`src/rtl/alu_ctrl_pkg.sv`:
```
// Shared codes for the ALU controller / iterative multiply-divide unit.
// Optional feature macro: MDU_DIV_EN (enables DIV/DIVU in the MDU).
package alu_ctrl_pkg;

  // Main-decoder ALUOp encodings
  localparam logic [2:0] ALUOP_ADD   = 3'b000;
  localparam logic [2:0] ALUOP_SUB   = 3'b001;
  localparam logic [2:0] ALUOP_RTYPE = 3'b010;
  localparam logic [2:0] ALUOP_SLT   = 3'b100;

  // R-type funct codes
  localparam logic [5:0] FN_ADD   = 6'b100000;
  localparam logic [5:0] FN_SUB   = 6'b100010;
  localparam logic [5:0] FN_AND   = 6'b100100;
  localparam logic [5:0] FN_OR    = 6'b100101;
  localparam logic [5:0] FN_SLT   = 6'b101010;
  localparam logic [5:0] FN_MULT  = 6'b011000;
  localparam logic [5:0] FN_MULTU = 6'b011001;
  localparam logic [5:0] FN_DIV   = 6'b011010;
  localparam logic [5:0] FN_DIVU  = 6'b011011;
  localparam logic [5:0] FN_MFHI  = 6'b010000;
  localparam logic [5:0] FN_MFLO  = 6'b010010;

  // ALU control words
  localparam logic [3:0] CTRL_AND = 4'b0000;
  localparam logic [3:0] CTRL_OR  = 4'b0001;
  localparam logic [3:0] CTRL_ADD = 4'b0010;
  localparam logic [3:0] CTRL_SUB = 4'b0110;
  localparam logic [3:0] CTRL_SLT = 4'b0111;

  typedef enum logic [1:0] {
    ST_IDLE = 2'd0,
    ST_RUN  = 2'd1,
    ST_FIX  = 2'd2
  } mdu_state_t;

  // Values match funct[1:0] of the MDU start codes
  typedef enum logic [1:0] {
    OP_MULT  = 2'b00,
    OP_MULTU = 2'b01,
    OP_DIV   = 2'b10,
    OP_DIVU  = 2'b11
  } mdu_op_t;

  function automatic logic [3:0] alu_ctrl_decode(input logic [2:0] aluop,
                                                 input logic [5:0] funct);
    logic [3:0] ctrl;
    ctrl = CTRL_ADD;
    case (aluop)
      ALUOP_ADD: ctrl = CTRL_ADD;
      ALUOP_SUB: ctrl = CTRL_SUB;
      ALUOP_SLT: ctrl = CTRL_SLT;
      ALUOP_RTYPE: begin
        case (funct)
          FN_ADD:  ctrl = CTRL_ADD;
          FN_SUB:  ctrl = CTRL_SUB;
          FN_AND:  ctrl = CTRL_AND;
          FN_OR:   ctrl = CTRL_OR;
          FN_SLT:  ctrl = CTRL_SLT;
          default: ctrl = CTRL_ADD;
        endcase
      end
      default: ctrl = CTRL_ADD;
    endcase
    return ctrl;
  endfunction

endpackage

```
`src/rtl/mdu_iter.sv`:
```
// Iterative multiply/divide engine: one result bit per cycle, sign fixup in FIX.
// Divider datapath only exists when MDU_DIV_EN is defined.
module mdu_iter
  import alu_ctrl_pkg::*;
#(
  parameter int DATA_W = 32
) (
  input  logic              i_clk,
  input  logic              i_rst,
  input  logic              i_start,
  input  mdu_op_t           i_op,
  input  logic [DATA_W-1:0] i_src1,
  input  logic [DATA_W-1:0] i_src2,
  output logic              o_busy,
  output logic              o_done,
  output logic [DATA_W-1:0] o_hi,
  output logic [DATA_W-1:0] o_lo
);

  localparam int CNT_W = $clog2(DATA_W + 1);

  mdu_state_t              r_state;
  mdu_state_t              w_next;
  logic [CNT_W-1:0]        r_cnt;
  logic                    r_neg_p;   // product / quotient must be negated
  logic [DATA_W-1:0]       r_m;       // multiplicand or divisor magnitude
  logic [DATA_W-1:0]       r_hi;      // partial product high / remainder
  logic [DATA_W-1:0]       r_lo;      // multiplier / dividend, shifting out
  logic                    w_signed;
  logic                    w_neg1;
  logic                    w_neg2;
  logic [DATA_W-1:0]       w_mag1;
  logic [DATA_W-1:0]       w_mag2;
  logic [DATA_W:0]         w_sum;
  logic [2*DATA_W-1:0]     w_prod;
`ifdef MDU_DIV_EN
  logic                    r_div;
  logic                    r_dz;
  logic                    r_neg_r;   // remainder takes the dividend's sign
  logic                    w_is_div;
  logic                    w_dz;
  logic [DATA_W:0]         w_shift;
  logic                    w_ge;
  logic [DATA_W-1:0]       w_sub;
`endif

  // Operand magnitudes and sign flags at start
  always_comb begin
    w_signed = (i_op == OP_MULT) || (i_op == OP_DIV);
    w_neg1   = w_signed & i_src1[DATA_W-1];
    w_neg2   = w_signed & i_src2[DATA_W-1];
    w_mag1   = w_neg1 ? -i_src1 : i_src1;
    w_mag2   = w_neg2 ? -i_src2 : i_src2;
`ifdef MDU_DIV_EN
    w_is_div = (i_op == OP_DIV) || (i_op == OP_DIVU);
    w_dz     = w_is_div && (i_src2 == '0);
`endif
  end

  // Per-cycle shift-add and restoring-subtract steps
  always_comb begin
    w_sum   = {1'b0, r_hi} + (r_lo[0] ? {1'b0, r_m} : '0);
`ifdef MDU_DIV_EN
    w_shift = {r_hi, r_lo[DATA_W-1]};
    w_ge    = (w_shift >= {1'b0, r_m});
    w_sub   = w_shift[DATA_W-1:0] - r_m;
`endif
  end

  // FSM state register
  always_ff @(posedge i_clk) begin
    if (i_rst) r_state <= ST_IDLE;
    else       r_state <= w_next;
  end

  // FSM next state
  always_comb begin
    w_next = r_state;
    case (r_state)
      ST_IDLE: begin
`ifdef MDU_DIV_EN
        if (i_start) w_next = w_dz ? ST_FIX : ST_RUN;
`else
        if (i_start) w_next = ST_RUN;
`endif
      end
      ST_RUN:  if (r_cnt == CNT_W'(DATA_W - 1)) w_next = ST_FIX;
      ST_FIX:  w_next = ST_IDLE;
      default: w_next = ST_IDLE;
    endcase
  end

  // FSM outputs
  always_comb begin
    o_busy = (r_state != ST_IDLE);
    o_done = (r_state == ST_FIX);
  end

  // RUN-cycle counter; parks at DATA_W in FIX, cleared otherwise
  always_ff @(posedge i_clk) begin
    if (i_rst)                  r_cnt <= '0;
    else if (r_state == ST_RUN) r_cnt <= r_cnt + CNT_W'(1);
    else                        r_cnt <= '0;
  end

  // Operand latch and iterative datapath
  always_ff @(posedge i_clk) begin
    if (i_rst) begin
      r_neg_p <= 1'b0;
      r_m     <= '0;
      r_hi    <= '0;
      r_lo    <= '0;
`ifdef MDU_DIV_EN
      r_div   <= 1'b0;
      r_dz    <= 1'b0;
      r_neg_r <= 1'b0;
`endif
    end else if (r_state == ST_IDLE && i_start) begin
      r_neg_p <= w_neg1 ^ w_neg2;
      r_m     <= w_mag2;
      r_hi    <= '0;
      r_lo    <= w_mag1;
`ifdef MDU_DIV_EN
      r_div   <= w_is_div;
      r_dz    <= w_dz;
      r_neg_r <= w_neg1;
`endif
    end else if (r_state == ST_RUN) begin
`ifdef MDU_DIV_EN
      if (r_div) begin
        if (w_ge) begin
          r_hi <= w_sub;
          r_lo <= {r_lo[DATA_W-2:0], 1'b1};
        end else begin
          r_hi <= w_shift[DATA_W-1:0];
          r_lo <= {r_lo[DATA_W-2:0], 1'b0};
        end
      end else
`endif
      begin
        r_hi <= w_sum[DATA_W:1];
        r_lo <= {w_sum[0], r_lo[DATA_W-1:1]};
      end
    end
  end

  // Sign fixup; divide-by-zero keeps r_lo = |dividend| since RUN was skipped
  always_comb begin
    w_prod = r_neg_p ? -{r_hi, r_lo} : {r_hi, r_lo};
    o_hi   = w_prod[2*DATA_W-1:DATA_W];
    o_lo   = w_prod[DATA_W-1:0];
`ifdef MDU_DIV_EN
    if (r_dz) begin
      o_hi = r_neg_r ? -r_lo : r_lo;
      o_lo = '1;
    end else if (r_div) begin
      o_hi = r_neg_r ? -r_hi : r_hi;
      o_lo = r_neg_p ? -r_lo : r_lo;
    end
`endif
  end

endmodule

```
`src/rtl/alu_ctrl_mdu.sv`:
```
// ALU control decode, MDU start/interlock, architectural HI/LO and MFHI/MFLO mux.
// Optional feature macro: MDU_DIV_EN (DIV/DIVU supported; otherwise illegal funct).
module alu_ctrl_mdu
  import alu_ctrl_pkg::*;
#(
  parameter int DATA_W = 32,
  parameter int CTRL_W = 4
) (
  input  logic              clk_i,
  input  logic              rst_i,
  input  logic              valid_i,
  input  logic [2:0]        ALUOp_i,
  input  logic [5:0]        funct_i,
  input  logic [DATA_W-1:0] src1_i,
  input  logic [DATA_W-1:0] src2_i,
  output logic [CTRL_W-1:0] ALUCtrl_o,
  output logic [DATA_W-1:0] hilo_o,
  output logic              hilo_sel_o,
  output logic              busy_o,
  output logic              stall_o,
  output logic              done_o,
  output logic              ill_o
);

  logic [DATA_W-1:0] r_hi;
  logic [DATA_W-1:0] r_lo;
  logic              w_rdec;
  logic              w_alu_fn;
  logic              w_mul_fn;
  logic              w_div_fn;
  logic              w_mf_fn;
  logic              w_start_fn;
  logic              w_mdu_fn;
  logic              w_start;
  logic              w_busy;
  logic              w_done;
  logic [DATA_W-1:0] w_mdu_hi;
  logic [DATA_W-1:0] w_mdu_lo;
  logic [DATA_W-1:0] w_hi_cur;
  logic [DATA_W-1:0] w_lo_cur;

  // Funct classification for a valid R-type instruction
  always_comb begin
    w_rdec     = valid_i && (ALUOp_i == ALUOP_RTYPE);
    w_alu_fn   = funct_i inside {FN_ADD, FN_SUB, FN_AND, FN_OR, FN_SLT};
    w_mul_fn   = funct_i inside {FN_MULT, FN_MULTU};
`ifdef MDU_DIV_EN
    w_div_fn   = funct_i inside {FN_DIV, FN_DIVU};
`else
    w_div_fn   = 1'b0;
`endif
    w_mf_fn    = funct_i inside {FN_MFHI, FN_MFLO};
    w_start_fn = w_mul_fn | w_div_fn;
    w_mdu_fn   = w_start_fn | w_mf_fn;
  end

  // ALU control, start, interlock and illegal-funct pulse
  always_comb begin
    ALUCtrl_o = CTRL_W'(alu_ctrl_decode(ALUOp_i, funct_i));
    w_start   = w_rdec & w_start_fn & ~w_busy;
    stall_o   = w_busy | (w_rdec & w_mdu_fn & w_busy);
    ill_o     = w_rdec & ~(w_alu_fn | w_mdu_fn) & ~rst_i;
    busy_o    = w_busy;
    done_o    = w_done;
  end

  mdu_iter #(
    .DATA_W(DATA_W)
  ) u_mdu (
    .i_clk   (clk_i),
    .i_rst   (rst_i),
    .i_start (w_start),
    .i_op    (mdu_op_t'(funct_i[1:0])),
    .i_src1  (src1_i),
    .i_src2  (src2_i),
    .o_busy  (w_busy),
    .o_done  (w_done),
    .o_hi    (w_mdu_hi),
    .o_lo    (w_mdu_lo)
  );

  // Architectural HI/LO, written in the done cycle
  always_ff @(posedge clk_i) begin
    if (rst_i) begin
      r_hi <= '0;
      r_lo <= '0;
    end else if (w_done) begin
      r_hi <= w_mdu_hi;
      r_lo <= w_mdu_lo;
    end
  end

  // MFHI/MFLO read mux; forwards the result being written in the done cycle
  always_comb begin
    w_hi_cur   = w_done ? w_mdu_hi : r_hi;
    w_lo_cur   = w_done ? w_mdu_lo : r_lo;
    hilo_o     = '0;
    if (w_rdec && w_mf_fn) hilo_o = (funct_i == FN_MFHI) ? w_hi_cur : w_lo_cur;
    hilo_sel_o = w_rdec & w_mf_fn & ~w_busy;
  end

endmodule

```
`config.mk`:
```
export PLATFORM = sky130hd
export DESIGN_NAME = alu_ctrl_mdu
export DESIGN_NICKNAME = d
export VERILOG_FILES = /design/src/rtl/alu_ctrl_pkg.sv /design/src/rtl/mdu_iter.sv /design/src/rtl/alu_ctrl_mdu.sv
export SDC_FILE = /design/constraint.sdc
export NUM_CORES = 1
export LEC_CHECK = 0
export ABC_AREA = 1
export CORE_MARGIN = 5
export CORE_UTILIZATION = 40
export DETAILED_ROUTE_END_ITERATION = 10
export REMOVE_ABC_BUFFERS = 1
export SYNTH_ARGS = -nofsm -noshare
export SYNTH_HDL_FRONTEND = slang
export SYNTH_HIERARCHICAL = 1
export SYNTH_SLANG_ARGS = --single-unit
```
`constraint.sdc`:
```
create_clock -name clk_i -period 5.2 [get_ports clk_i]
set_clock_uncertainty 0.1 [all_clocks]
set_input_delay 1.04 -clock clk_i [delete_from_list [all_inputs] [get_ports clk_i]]
set_output_delay 1.04 -clock clk_i [all_outputs]
set_load 0.01 [all_outputs]
```
==> results.yml <==
status:
  status: "completed"
sta:
  min_period_ps: 4650
  slew_headroom: 0.375
  rsz0062_at_grt: "false"
  setup_viol: 0
  finalMaxSlewViolations: 0
  worst_pin_slew_ps: 937
  hold_violations: 0
  fmax_mhz: 215
  period_share: 0.895
layout:
  syn_to_final_growth_pct: 14.2
  antenna_cells: 0
  final_area_mm2: 0.0159
  drive_gt1_frac: 0.0529
  fin_nets: 2578
  fin_cells: 2932
yosys:
  synth.top_cell.area_share: 0.243
  syn_avg_cell_area_um2: 5.79
  synth_cell_type_count: 51
  synth_edf_count: 0
  yosysMostFrequentCell: "nand2_1"
  synth_area_mm2: 0.0139
  synthTopCellsByCount: "nand2_1, inv_1, nor2_1"
  synthArstFlopShare: 0
  synth_area_leader_cell: "dfxtp_1"
  ys_dominant_reg_cell: "dfxtp_1"
  yosysWarnings: 6
  synth_seq_area_share: 0.243
  synth-seq-cells: 169
  synth_cells: 2399
  yosys-top-cells-area: "dfxtp_1, nand2_1, inv_1"
power_and_ir_drop:
  vdd.ir_drop.worst_mv: 0.183
  clockPowerShare: 0.437
  p_sw_mw: 0.747
  p_sw_frac: 0.262
  p_int_mw: 2.10
  pwr-share-seq: 0.456
  cellLeakagePower_nw: 7.77
  cellPowerDensity_mw_per_mm2: 179
  combPwrFrac: 0.107
placement:
  dpl_cell_area_mm2: 0.0153
  dp_hpwl_um: 37500
  dp.cells: 2901
  port_buffers: 115
  gp_congestion: 0.949
global_routing:
  antenna_found_initial: 0
  grt.overflow.total: 0
  grt_util_met3: 0.0256
  grt_util_met1: 0.328
  grt_most_used_layer: "met2"
  track_usage: 0.238
  use_met2: 0.401
  grt_pass1_vias: 13900
  grt_max_degree: 87
  grt_pass1_wl_um: 74300
clock_network:
  cts_resized: 0
  htree_levels: 4
  post_cts_buffers: 0
  cts_buffers: 17
  cts_tree: "built"
  clock_latency_ps: 440
  clockBufferDepth: 2
  cts_sinks: 169
  clkTransAtPathRegs_ps: 70
  cts_hold_buf: 0
  root_buffer: "clkbuf_16"
setup_path:
  critPathRequiredTime_ps: 4060
  worstSetupStartpoint: "u_mdu/r_hi[2]"
  worstPathArrival_ps: 3510
  critPathKind: "flop to output pin"
  start_kind: "flop"
  worstSetupEndpointType: "output pin"
  r2r-start: "u_mdu/r_state[0]"
  critical_path.max_fanout: 7
die:
  rows: 68
  die_w_um: 196
  fp.coreArea_mm2: 0.0345
  io_pins: 117
  die_area_mm2: 0.0386
  fp.dieH_um: 196
  start_util: 0.403
run:
  cap_viol_max_count: 0
hold_path:
  hp-class: "flop to flop"
  min-delay-start: "u_mdu/r_m[25]"
drt:
  drt_iter0_markers: 1117
  vias_per_cell: 5.04
  first_pass_iters: 6
  avgRoutedWirePerCell_um: 15.9
  postRouteWirelength_um: 46500
  ant_nets: 0
  dr_total_vias: 14800
  post-route-drc-count: 0
[state kept, by name, indices dropped and copies added (netlist names)]
register	cells
u_mdu/r_neg_p	1
u_mdu/r_cnt	6
u_mdu/r_lo	32
r_hi	32
u_mdu/r_hi	32
u_mdu/r_m	32
u_mdu/r_state	2
r_lo	32
[layer usage]
metal	routed length, µm	vias up
li1	-	7623
met1	21800	6738
met2	21600	356
met3	2200	49
met4	942	0
met5	0	-
[critical path: stages (launching register included)]
cell,delay (ps)
dfxtp_1,320
inv_1,250
nand4_1,190
nor2_1,260
nand2_1,180
nor3b_1,300
nand3_1,120
nand2_1,90
nand2_1,50
o21ai_0,180
inv_1,90
nand2_1,70
o21ai_0,140
and2_1,220
nor2_2,90
clkdlybuf4s50_1,530
[cells by family (layout without fill, tap and decap cells)]
family | Yosys count | in the layout | share of synthesized area
simple gates | 1327 | 1327 | 0.410
buf+inv | 441 | 519 | 0.129
compound gates | 333 | 333 | 0.126
flops | 169 | 169 | 0.243
xor+xnor | 91 | 91 | 0.0573
fa+ha+maj | 37 | 37 | 0.0338
other cells | 1 | 1 | 0.000270
[path summary, 6_finish.rpt]
| check | endpoint | cells after the start | slack (ps) |
|---|---|---|---|
| worst max-delay path | hilo_o[21] | 15 | 550 |
| worst min-delay path | u_mdu/r_m[25] | 2 | 350 |
| worst max register to register | u_mdu/r_hi[10] | 13 | 2160 |
| worst min register to register | u_mdu/r_m[25] | 2 | 350 |
[cells in the final DEF, fill, tap and decap left out, drive strengths merged, types with 2 or more instances in the layout]
cell type	netlist	final
a21oi	116	116
a31oi	4	4
a32o	2	2
and2	33	33
buf	47	17
clkbuf	37	22
clkdlybuf4s50	0	114
clkinv	2	2
clkinvlp	0	6
dfxtp	169	169
ha	36	36
inv	355	357
nand2	725	725
nand3	139	139
nand3b	7	7
nand4	33	33
nor2	351	351
nor3	22	22
nor3b	4	4
nor4	5	5
o211ai	5	5
o21ai	191	191
o21bai	6	6
o221ai	2	2
o31ai	3	3
or2	7	7
xnor2	10	10
xor2	81	81
[layout make-up]
class	instances	area, µm²
Fill cell	3840	18600
Clock buffer	22	464
Timing Repair Buffer	131	1280
Sequential cell	169	3380
Tap cell	455	569
Clock inverter	9	92.6
Multi-Input combinational cell	1789	8730
Inverter	357	1350
[stage by stage]
stage | util | total power, mW | TNS, ps | setup slack (ps) | hold slack, ps
2_1_floorplan | - | 1.49 | -31010 | -995 | 318
3_3_place_gp | 0.444 | 1.63 | 0 | 925 | 333
3_5_place_dp | 0.444 | 1.63 | 0 | 842 | 342
4_1_cts | 0.461 | 2.87 | 0 | 589 | 357
5_1_grt | 0.461 | 2.95 | 0 | 371 | 365
6_report | 0.461 | 2.85 | 0 | 548 | 353
[power by group through the flow]
stage               Sequential, mW  Clock (mW)  Combinational, mW
finish                        1.30        1.24              0.306
global route                  1.30        1.32              0.338
CTS                           1.30        1.27              0.306
detailed placement            1.33           0              0.304
global placement              1.33           0              0.302
floorplan                     1.33           0              0.160
Power figures use the tool's default switching activity.
